$ cat src/rtl/cpu_pkg.sv
// Shared CPU constants: datapath widths, reset PC and the instruction field
// layout that both fetch_stage and instruction_decoder agree on.
package cpu_pkg;

  localparam int INSTR_W = 32;
  localparam int ADDR_W  = 32;

  localparam logic [ADDR_W-1:0]  RESET_PC  = 32'h0000_0000;
  localparam logic [INSTR_W-1:0] NOP_INSTR = 32'hE000_0000;

  // Field positions of an instruction word.
  localparam int COND_MSB   = 31;
  localparam int COND_LSB   = 28;
  localparam int OPCODE_MSB = 27;
  localparam int OPCODE_LSB = 23;
  localparam int RN_MSB     = 22;
  localparam int RN_LSB     = 19;
  localparam int RM_MSB     = 18;
  localparam int RM_LSB     = 15;
  localparam int RD_MSB     = 14;
  localparam int RD_LSB     = 11;
  localparam int IMM_MSB    = 10;
  localparam int IMM_LSB    = 0;

endpackage

$ cat src/rtl/fetch_stage_if.sv
// Instruction-memory port: valid/ready request channel and in-order response channel.
interface fetch_stage_if #(
  parameter int ADDR_W = cpu_pkg::ADDR_W
) ();

  logic                       imem_req_valid;
  logic                       imem_req_ready;
  logic [ADDR_W-1:0]          imem_req_addr;
  logic                       imem_rsp_valid;
  logic [cpu_pkg::INSTR_W-1:0] imem_rsp_data;

  modport master (
    output imem_req_valid, imem_req_addr,
    input  imem_req_ready, imem_rsp_valid, imem_rsp_data
  );

  modport slave (
    input  imem_req_valid, imem_req_addr,
    output imem_req_ready, imem_rsp_valid, imem_rsp_data
  );

endinterface

$ cat src/rtl/fetch_fifo.sv
// Prefetch FIFO holding {pc, instruction} entries; synchronous clear drops all
// entries in one cycle.
module fetch_fifo #(
  parameter int DEPTH  = 2,
  parameter int DATA_W = 64,
  parameter int CNT_W  = $clog2(DEPTH + 1)
) (
  input  logic              clk,
  input  logic              rst_n,
  input  logic              clear,
  input  logic              push,
  input  logic [DATA_W-1:0] push_data,
  input  logic              pop,
  output logic [DATA_W-1:0] head,
  output logic              empty,
  output logic [CNT_W-1:0]  count
);

    localparam int PTR_W = $clog2(DEPTH);

    logic [DATA_W-1:0] mem [DEPTH];
    logic [PTR_W-1:0]  rd_ptr;
    logic [PTR_W-1:0]  wr_ptr;

    // NOTE: the storage array has no reset; an entry is only ever read after a
    // push has written it, so resetting pointers and count is sufficient.
    always_ff @(posedge clk) begin
        if (push && !clear) begin
            mem[wr_ptr] <= push_data;
        end
    end

    always_ff @(posedge clk or negedge rst_n) begin
        if (!rst_n) begin
            rd_ptr <= '0;
            wr_ptr <= '0;
            count  <= '0;
        end else if (clear) begin
            rd_ptr <= '0;
            wr_ptr <= '0;
            count  <= '0;
        end else begin
            if (push) wr_ptr <= wr_ptr + PTR_W'(1);
            if (pop)  rd_ptr <= rd_ptr + PTR_W'(1);
            count <= count + CNT_W'(push) - CNT_W'(pop);
        end
    end

    assign head  = mem[rd_ptr];
    assign empty = (count == '0);

endmodule

$ cat src/rtl/fetch_stage.sv
// Instruction fetch stage: PC, credit-limited imem requests, prefetch FIFO and
// IF/ID register. Optional perf counters under `define FETCH_PERF_CNT_EN.
module fetch_stage #(
    parameter int                ADDR_W     = cpu_pkg::ADDR_W,
    parameter logic [ADDR_W-1:0] RESET_PC   = cpu_pkg::RESET_PC,
    parameter int                FIFO_DEPTH = 2
) (
    input  logic                         clk,
    input  logic                         rst_n,
    fetch_stage_if.master                imem,
    input  logic                         redirect_valid,
    input  logic [ADDR_W-1:0]            redirect_pc,
    input  logic                         stall,
    output logic                         id_valid,
    output logic [cpu_pkg::INSTR_W-1:0]  id_instruction,
    output logic [ADDR_W-1:0]            id_pc,
`ifdef FETCH_PERF_CNT_EN
    output logic [31:0]                  perf_fetched,
    output logic [31:0]                  perf_bubbles,
`endif
    output logic [ADDR_W-1:0]            id_pc_plus4
);

    localparam int INSTR_W = cpu_pkg::INSTR_W;
    localparam int CNT_W   = $clog2(FIFO_DEPTH + 1);
    localparam int SUM_W   = CNT_W + 2;
    localparam int FIFO_W  = ADDR_W + INSTR_W;

    logic [ADDR_W-1:0] pc;
    logic [ADDR_W-1:0] rsp_pc;
    logic [CNT_W-1:0]  outstanding;
    logic [CNT_W-1:0]  drop;
    logic [CNT_W-1:0]  fifo_count;
    logic              fifo_empty;
    logic [FIFO_W-1:0] fifo_head;
    logic [ADDR_W-1:0] head_pc;
    logic [ADDR_W-1:0] redirect_aligned;
    logic              credit_ok;
    logic              req_fire;
    logic              rsp_accept;
    logic              fifo_push;
    logic              fifo_pop;
    logic              redirect_pc_unused;

    assign redirect_aligned   = {redirect_pc[ADDR_W-1:2], 2'b00};
    assign redirect_pc_unused = ^redirect_pc[1:0];

    // Stale responses still owed to us occupy credit just like live ones.
    assign credit_ok = (SUM_W'(drop) + SUM_W'(outstanding) + SUM_W'(fifo_count))
                       < SUM_W'(FIFO_DEPTH);

    assign imem.imem_req_valid = rst_n && !redirect_valid && credit_ok;
    assign imem.imem_req_addr  = pc;

    assign req_fire   = imem.imem_req_valid && imem.imem_req_ready;
    assign rsp_accept = imem.imem_rsp_valid && ((outstanding != '0) || (drop != '0));
    assign fifo_push  = rsp_accept && (drop == '0) && !redirect_valid;
    assign fifo_pop   = !redirect_valid && !stall && !fifo_empty;
    assign head_pc    = fifo_head[FIFO_W-1 -: ADDR_W];

    always_ff @(posedge clk or negedge rst_n) begin
        if (!rst_n) begin
            pc          <= RESET_PC;
            rsp_pc      <= RESET_PC;
            outstanding <= '0;
            drop        <= '0;
        end else if (redirect_valid) begin
            pc          <= redirect_aligned;
            rsp_pc      <= redirect_aligned;
            outstanding <= '0;
            drop        <= drop + outstanding - CNT_W'(rsp_accept);
        end else begin
            if (req_fire)  pc     <= pc + ADDR_W'(4);
            if (fifo_push) rsp_pc <= rsp_pc + ADDR_W'(4);
            if (rsp_accept && (drop != '0)) drop <= drop - CNT_W'(1);
            outstanding <= outstanding + CNT_W'(req_fire) - CNT_W'(fifo_push);
        end
    end

    fetch_fifo #(
        .DEPTH  (FIFO_DEPTH),
        .DATA_W (FIFO_W),
        .CNT_W  (CNT_W)
    ) u_fifo (
        .clk       (clk),
        .rst_n     (rst_n),
        .clear     (redirect_valid),
        .push      (fifo_push),
        .push_data ({rsp_pc, imem.imem_rsp_data}),
        .pop       (fifo_pop),
        .head      (fifo_head),
        .empty     (fifo_empty),
        .count     (fifo_count)
    );

    // IF/ID register: payload only changes on a pop, so a bubble keeps the last PC.
    always_ff @(posedge clk or negedge rst_n) begin
        if (!rst_n) begin
            id_valid       <= 1'b0;
            id_instruction <= '0;
            id_pc          <= '0;
            id_pc_plus4    <= '0;
        end else if (redirect_valid) begin
            id_valid <= 1'b0;
        end else if (!stall) begin
            id_valid <= !fifo_empty;
            if (!fifo_empty) begin
                id_instruction <= fifo_head[INSTR_W-1:0];
                id_pc          <= head_pc;
                id_pc_plus4    <= head_pc + ADDR_W'(4);
            end
        end
    end

`ifdef FETCH_PERF_CNT_EN
    always_ff @(posedge clk or negedge rst_n) begin
        if (!rst_n) begin
            perf_fetched <= '0;
            perf_bubbles <= '0;
        end else begin
            if (fifo_pop && (perf_fetched != '1)) perf_fetched <= perf_fetched + 32'd1;
            if (!stall && fifo_empty && !redirect_valid && (perf_bubbles != '1))
                perf_bubbles <= perf_bubbles + 32'd1;
        end
    end
`endif

    a_no_orphan_rsp: assert property (@(posedge clk) disable iff (!rst_n)
        !(imem.imem_rsp_valid && (outstanding == '0) && (drop == '0)));

endmodule

$ cat src/flat_wrapper.sv
// flat-port wrapper written by rule: the top's interface ports become plain ports
module fetch_stage_flat 
#(
    parameter int                ADDR_W     = cpu_pkg::ADDR_W,
    parameter logic [ADDR_W-1:0] RESET_PC   = cpu_pkg::RESET_PC,
    parameter int                FIFO_DEPTH = 2
)
  (clk, rst_n, redirect_valid, redirect_pc, stall, id_valid, id_instruction, id_pc, id_pc_plus4, imem_imem_req_valid, imem_imem_req_addr, imem_imem_req_ready, imem_imem_rsp_valid, imem_imem_rsp_data);
  fetch_stage_if #(.ADDR_W(ADDR_W)) imem_i ();
  input  logic clk;
  input  logic rst_n;
  input  logic redirect_valid;
  input  logic [ADDR_W-1:0] redirect_pc;
  input  logic stall;
  output logic id_valid;
  output logic [cpu_pkg::INSTR_W-1:0] id_instruction;
  output logic [ADDR_W-1:0] id_pc;
  output logic [ADDR_W-1:0] id_pc_plus4;
  output wire logic [$bits(imem_i.imem_req_valid)-1:0] imem_imem_req_valid;
  output wire logic [$bits(imem_i.imem_req_addr)-1:0] imem_imem_req_addr;
  input wire logic [$bits(imem_i.imem_req_ready)-1:0] imem_imem_req_ready;
  input wire logic [$bits(imem_i.imem_rsp_valid)-1:0] imem_imem_rsp_valid;
  input wire logic [$bits(imem_i.imem_rsp_data)-1:0] imem_imem_rsp_data;
  assign imem_imem_req_valid = imem_i.imem_req_valid;
  assign imem_imem_req_addr = imem_i.imem_req_addr;
  assign imem_i.imem_req_ready = imem_imem_req_ready;
  assign imem_i.imem_rsp_valid = imem_imem_rsp_valid;
  assign imem_i.imem_rsp_data = imem_imem_rsp_data;
  fetch_stage #(.ADDR_W(ADDR_W), .RESET_PC(RESET_PC), .FIFO_DEPTH(FIFO_DEPTH)) u_core (.clk(clk), .rst_n(rst_n), .imem(imem_i), .redirect_valid(redirect_valid), .redirect_pc(redirect_pc), .stall(stall), .id_valid(id_valid), .id_instruction(id_instruction), .id_pc(id_pc), .id_pc_plus4(id_pc_plus4));
endmodule
$ cat config.mk
export PLATFORM = sky130hd
export DESIGN_NAME = fetch_stage_flat
export DESIGN_NICKNAME = d
export VERILOG_FILES = /design/src/rtl/cpu_pkg.sv /design/src/rtl/fetch_stage_if.sv /design/src/rtl/fetch_fifo.sv /design/src/rtl/fetch_stage.sv /design/src/flat_wrapper.sv
export SDC_FILE = /design/constraint.sdc
export NUM_CORES = 1
export LEC_CHECK = 0
export CAP_MARGIN = 20
export CORE_UTILIZATION = 31
export DETAILED_ROUTE_END_ITERATION = 6
export MAX_ROUTING_LAYER = met4
export REMOVE_ABC_BUFFERS = 1
export SYNTH_ARGS = -nofsm -noshare
export SYNTH_HDL_FRONTEND = slang
export SYNTH_SLANG_ARGS = --single-unit
$ cat constraint.sdc
create_clock -name clk -period 6.3 [get_ports clk]
set_clock_uncertainty 0.2 [all_clocks]
set_input_delay 0.63 -clock clk [delete_from_list [all_inputs] [get_ports clk]]
set_output_delay 0.63 -clock clk [all_outputs]
set_load 0.01 [all_outputs]
==> run metrics <==
status=complete, but fails checks; failing checks=hold timing; Worst Path Required=5.47 ns; Layout Area Growth over Synthesis=27.8%; Final Cell Area=between 15000 and 20000 µm²; H-tree levels=2; Worst EP arrival=3.16 ns; Simple-Gate Fraction of Synth Area=14.9%; crit end category=output port; Final Hold Viols=1; average cell area after synthesis=12.0 µm²; Crit-path slowest cell=fa_1; DRT iter0 DRCs=417; post-layout minimum cycle time=around 4.0 ns; pin count of the biggest net entering global routing=175; post-synth top area cell=dfrtp_1; vias in the first global route=8518; worst vdd ir=135 µV; cts hold-fix bufs=0; IO buf count=191; Post-Syn Area=12800 µm²; endpoints failing setup=0; CTS tree=done; Adder-Cell Fraction of Synth Area=1.58%; Critical Path Fanout Max=21; CTS Buf Count=34; Post-CTS Setup Inserts=0; Post-DRT Antenna Nets=0; Clk Latency, worst-skew pair=0.53 ns; final WL=31000 µm; Tot Pwr=0.00563 W; dominant cell by count in the synthesized netlist=dfrtp_1; worst-case reg-to-reg path depth=6; 1st-pass router iterations=5; DP HPWL=21300 µm; area taken by multi-input logic gates=roughly 4700 µm²; Fill cells=3933; max-cap violations=0; wire per inst=17.1 µm; Ys Warns=0; Inst Count DP=1749; Post-route DRC=0; number of enable flip-flop cells after synthesis=124; register area share after synthesis=60.6%; main area contributors after synthesis=dfrtp_1 31%, edfxtp_1 29%, mux2i_1 4.5%; Distinct cells, synth=70; first-pass GRT wire length=47800 µm; Core ar.=40700 µm²; RSZ-0062 raised after global routing=false; IO Pins=200; DP Area=roughly 15000 µm²; nets=1340; worst-margin pin slew=0.954 ns; Startpoint Class=flip-flop; slowest stage delay, CP=0.50 ns; CTS Root Cell=clkbuf_16; Die Height=205 µm; row count=between 70 and 80; Hold Crit Class=in2async; Clock Tree Buf Depth=3; P_leak=6.17 nW; period utilisation layout=63.4%; initial antenna violation count=1; WHS=-0.00509 ns; CP most frequent cell=fa_1; DR vias=around 8700; Worst-path clk slew=0.05 ns; share of the synthesized area in the top cell type=31.5%; Slew Viols, Final=0; Main synth FF type=dfrtp_1; main combinational cell family by area after synthesis=simple AND/OR/NAND/NOR gates; Initial Utilization=31.4%; Synth Area in Compound Gates=around 8.3%; clk sinks=~290; Setup Crit Path Kind=reg2out; CP cell instances=ha_1 -> fa_1 -> inv_1 -> fa_1 -> a31oi_2 -> buf_4 -> nor3_1 -> clkdlybuf4s50_1; post-CTS sizing=0; Post-Synth XOR/XNOR Area=4.59%; register bit total from synthesis=285; routed vias/inst=between 4 and 5; fraction of registers with async set/reset=56.5%; final cell count without fillers=1813; most frequent cells after synthesis=161 x dfrtp_1, 147 x nand2_1, 124 x edfxtp_1; fmax=roughly 0.25 GHz; fraction of layout cells with a size suffix above 1=9.30%; Pwr Density=344 nW/µm²; GRT Total Usage=around 15%; Horiz. Die Dim=205 µm; Slew headroom=between 30 and 40%; setup_tns=0 ns; Overflow after GRT=0; DIE AREA=roughly 42000 µm²; post-synthesis mux area share=approximately 7.2%; register area=7760 µm²; routability cong.=0.786; Cells after Synth=1069
## path summary, 6_finish.rpt
check / slack, ns / endpoint / startpoint
max in group asynchronous: 4.75 / u_core.id_instruction[27]$_DFFE_PN0P_ / rst_n
setup reg to reg: 2.70 / u_core.id_pc_plus4[30]$_DFFE_PN0P_ / u_core.u_fifo.rd_ptr$_DFFE_PN0P_
hold reg to reg: 0.27 / u_core.id_pc[3]$_DFFE_PN0P_ / u_core.id_pc[3]$_DFFE_PN0P_
hold / removal: -0.005 / u_core.imem.imem_req_addr[7]$_DFFE_PN0P_ / rst_n
min in group clk: 0.27 / u_core.id_pc[3]$_DFFE_PN0P_ / u_core.id_pc[3]$_DFFE_PN0P_
setup / recovery: 2.31 / imem_imem_req_valid / u_core.outstanding[0]$_DFF_PN0_
## stage by stage
stage               util [%]  setup WS [ns]
global placement        37.4           2.28
finish                  40.1           2.31
detailed placement      37.5           2.26
global route            40.1           2.14
floorplan                  -          -5.51
CTS                     40.1           2.25
## cell usage in the layout (no fill, tap or decap), types with 11 or more instances in the layout
cell type        instances
clkdlybuf4s50_1        190
dfrtp_1                160
nand2_1                147
edfxtp_1               124
o21ai_0                 83
mux2i_1                 57
clkbuf_16               35
xnor2_1                 34
nor2_1                  33
nand3_1                 33
xor2_1                  33
mux2_2                  31
inv_1                   23
a21oi_1                 20
nor4_1                  17
and3_1                  17
nor3_1                  16
nand4_1                 15
and4_1                  15
ha_1                    13
nor2b_1                 11
## worst max-delay path, delay by kind of cell (launching register included)
family	cells	cell delay, ns
fa+ha+maj	3	1.13
buf+inv	3	0.85
compound gates	1	0.15
flops	1	0.42
simple gates	1	0.08
## layout make-up
cell class	count	share of cell area (%)
Antenna cell	1	0.0153
Clock buffer	43	5.66
Clock inverter	18	0.788
Inverter	23	0.528
Multi-Input combinational cell	707	28.9
Sequential cell	285	47.4
Tap cell	532	4.07
Timing Repair Buffer	204	12.6
## layer usage
layer | track usage [%] | up-vias | wire (µm)
met1 | 20.4 | 4190 | 14800
met5 | - | - | 0
met2 | 23.0 | 208 | 14000
li1 | - | 4250 | -
met3 | 2.26 | 53 | 1370
met4 | 5.95 | 0 | 804
## cells by family after synthesis
kind of cell / Yosys count
and+or+nand+nor: 360
DFF: 285
AOI/OAI and AO/OA: 171
muxes: 88
buffers and inverters: 82
xor gates and xnor gates: 67
adders and majority gates: 15
other: 1
## sequential cells by signal (all words and copies together), names as in the netlist
register,flops
u_core.drop,2
u_core.id_instruction,32
u_core.id_pc,30
u_core.id_pc_plus4,30
u_core.id_valid,1
u_core.imem.imem_req_addr,30
u_core.outstanding,2
u_core.rsp_pc,30
u_core.u_fifo.count,2
u_core.u_fifo.mem,124
u_core.u_fifo.rd_ptr,1
u_core.u_fifo.wr_ptr,1
## where the power goes
| part | total [W] | internal (W) | switching [W] |
|---|---|---|---|
| registers | 0.00248 | 0.00226 | 0.000216 |
| clock network | 0.00186 | 0.00109 | 0.000776 |
| logic | 0.00129 | 0.000714 | 0.000574 |
Power figures use the tool's default switching activity.
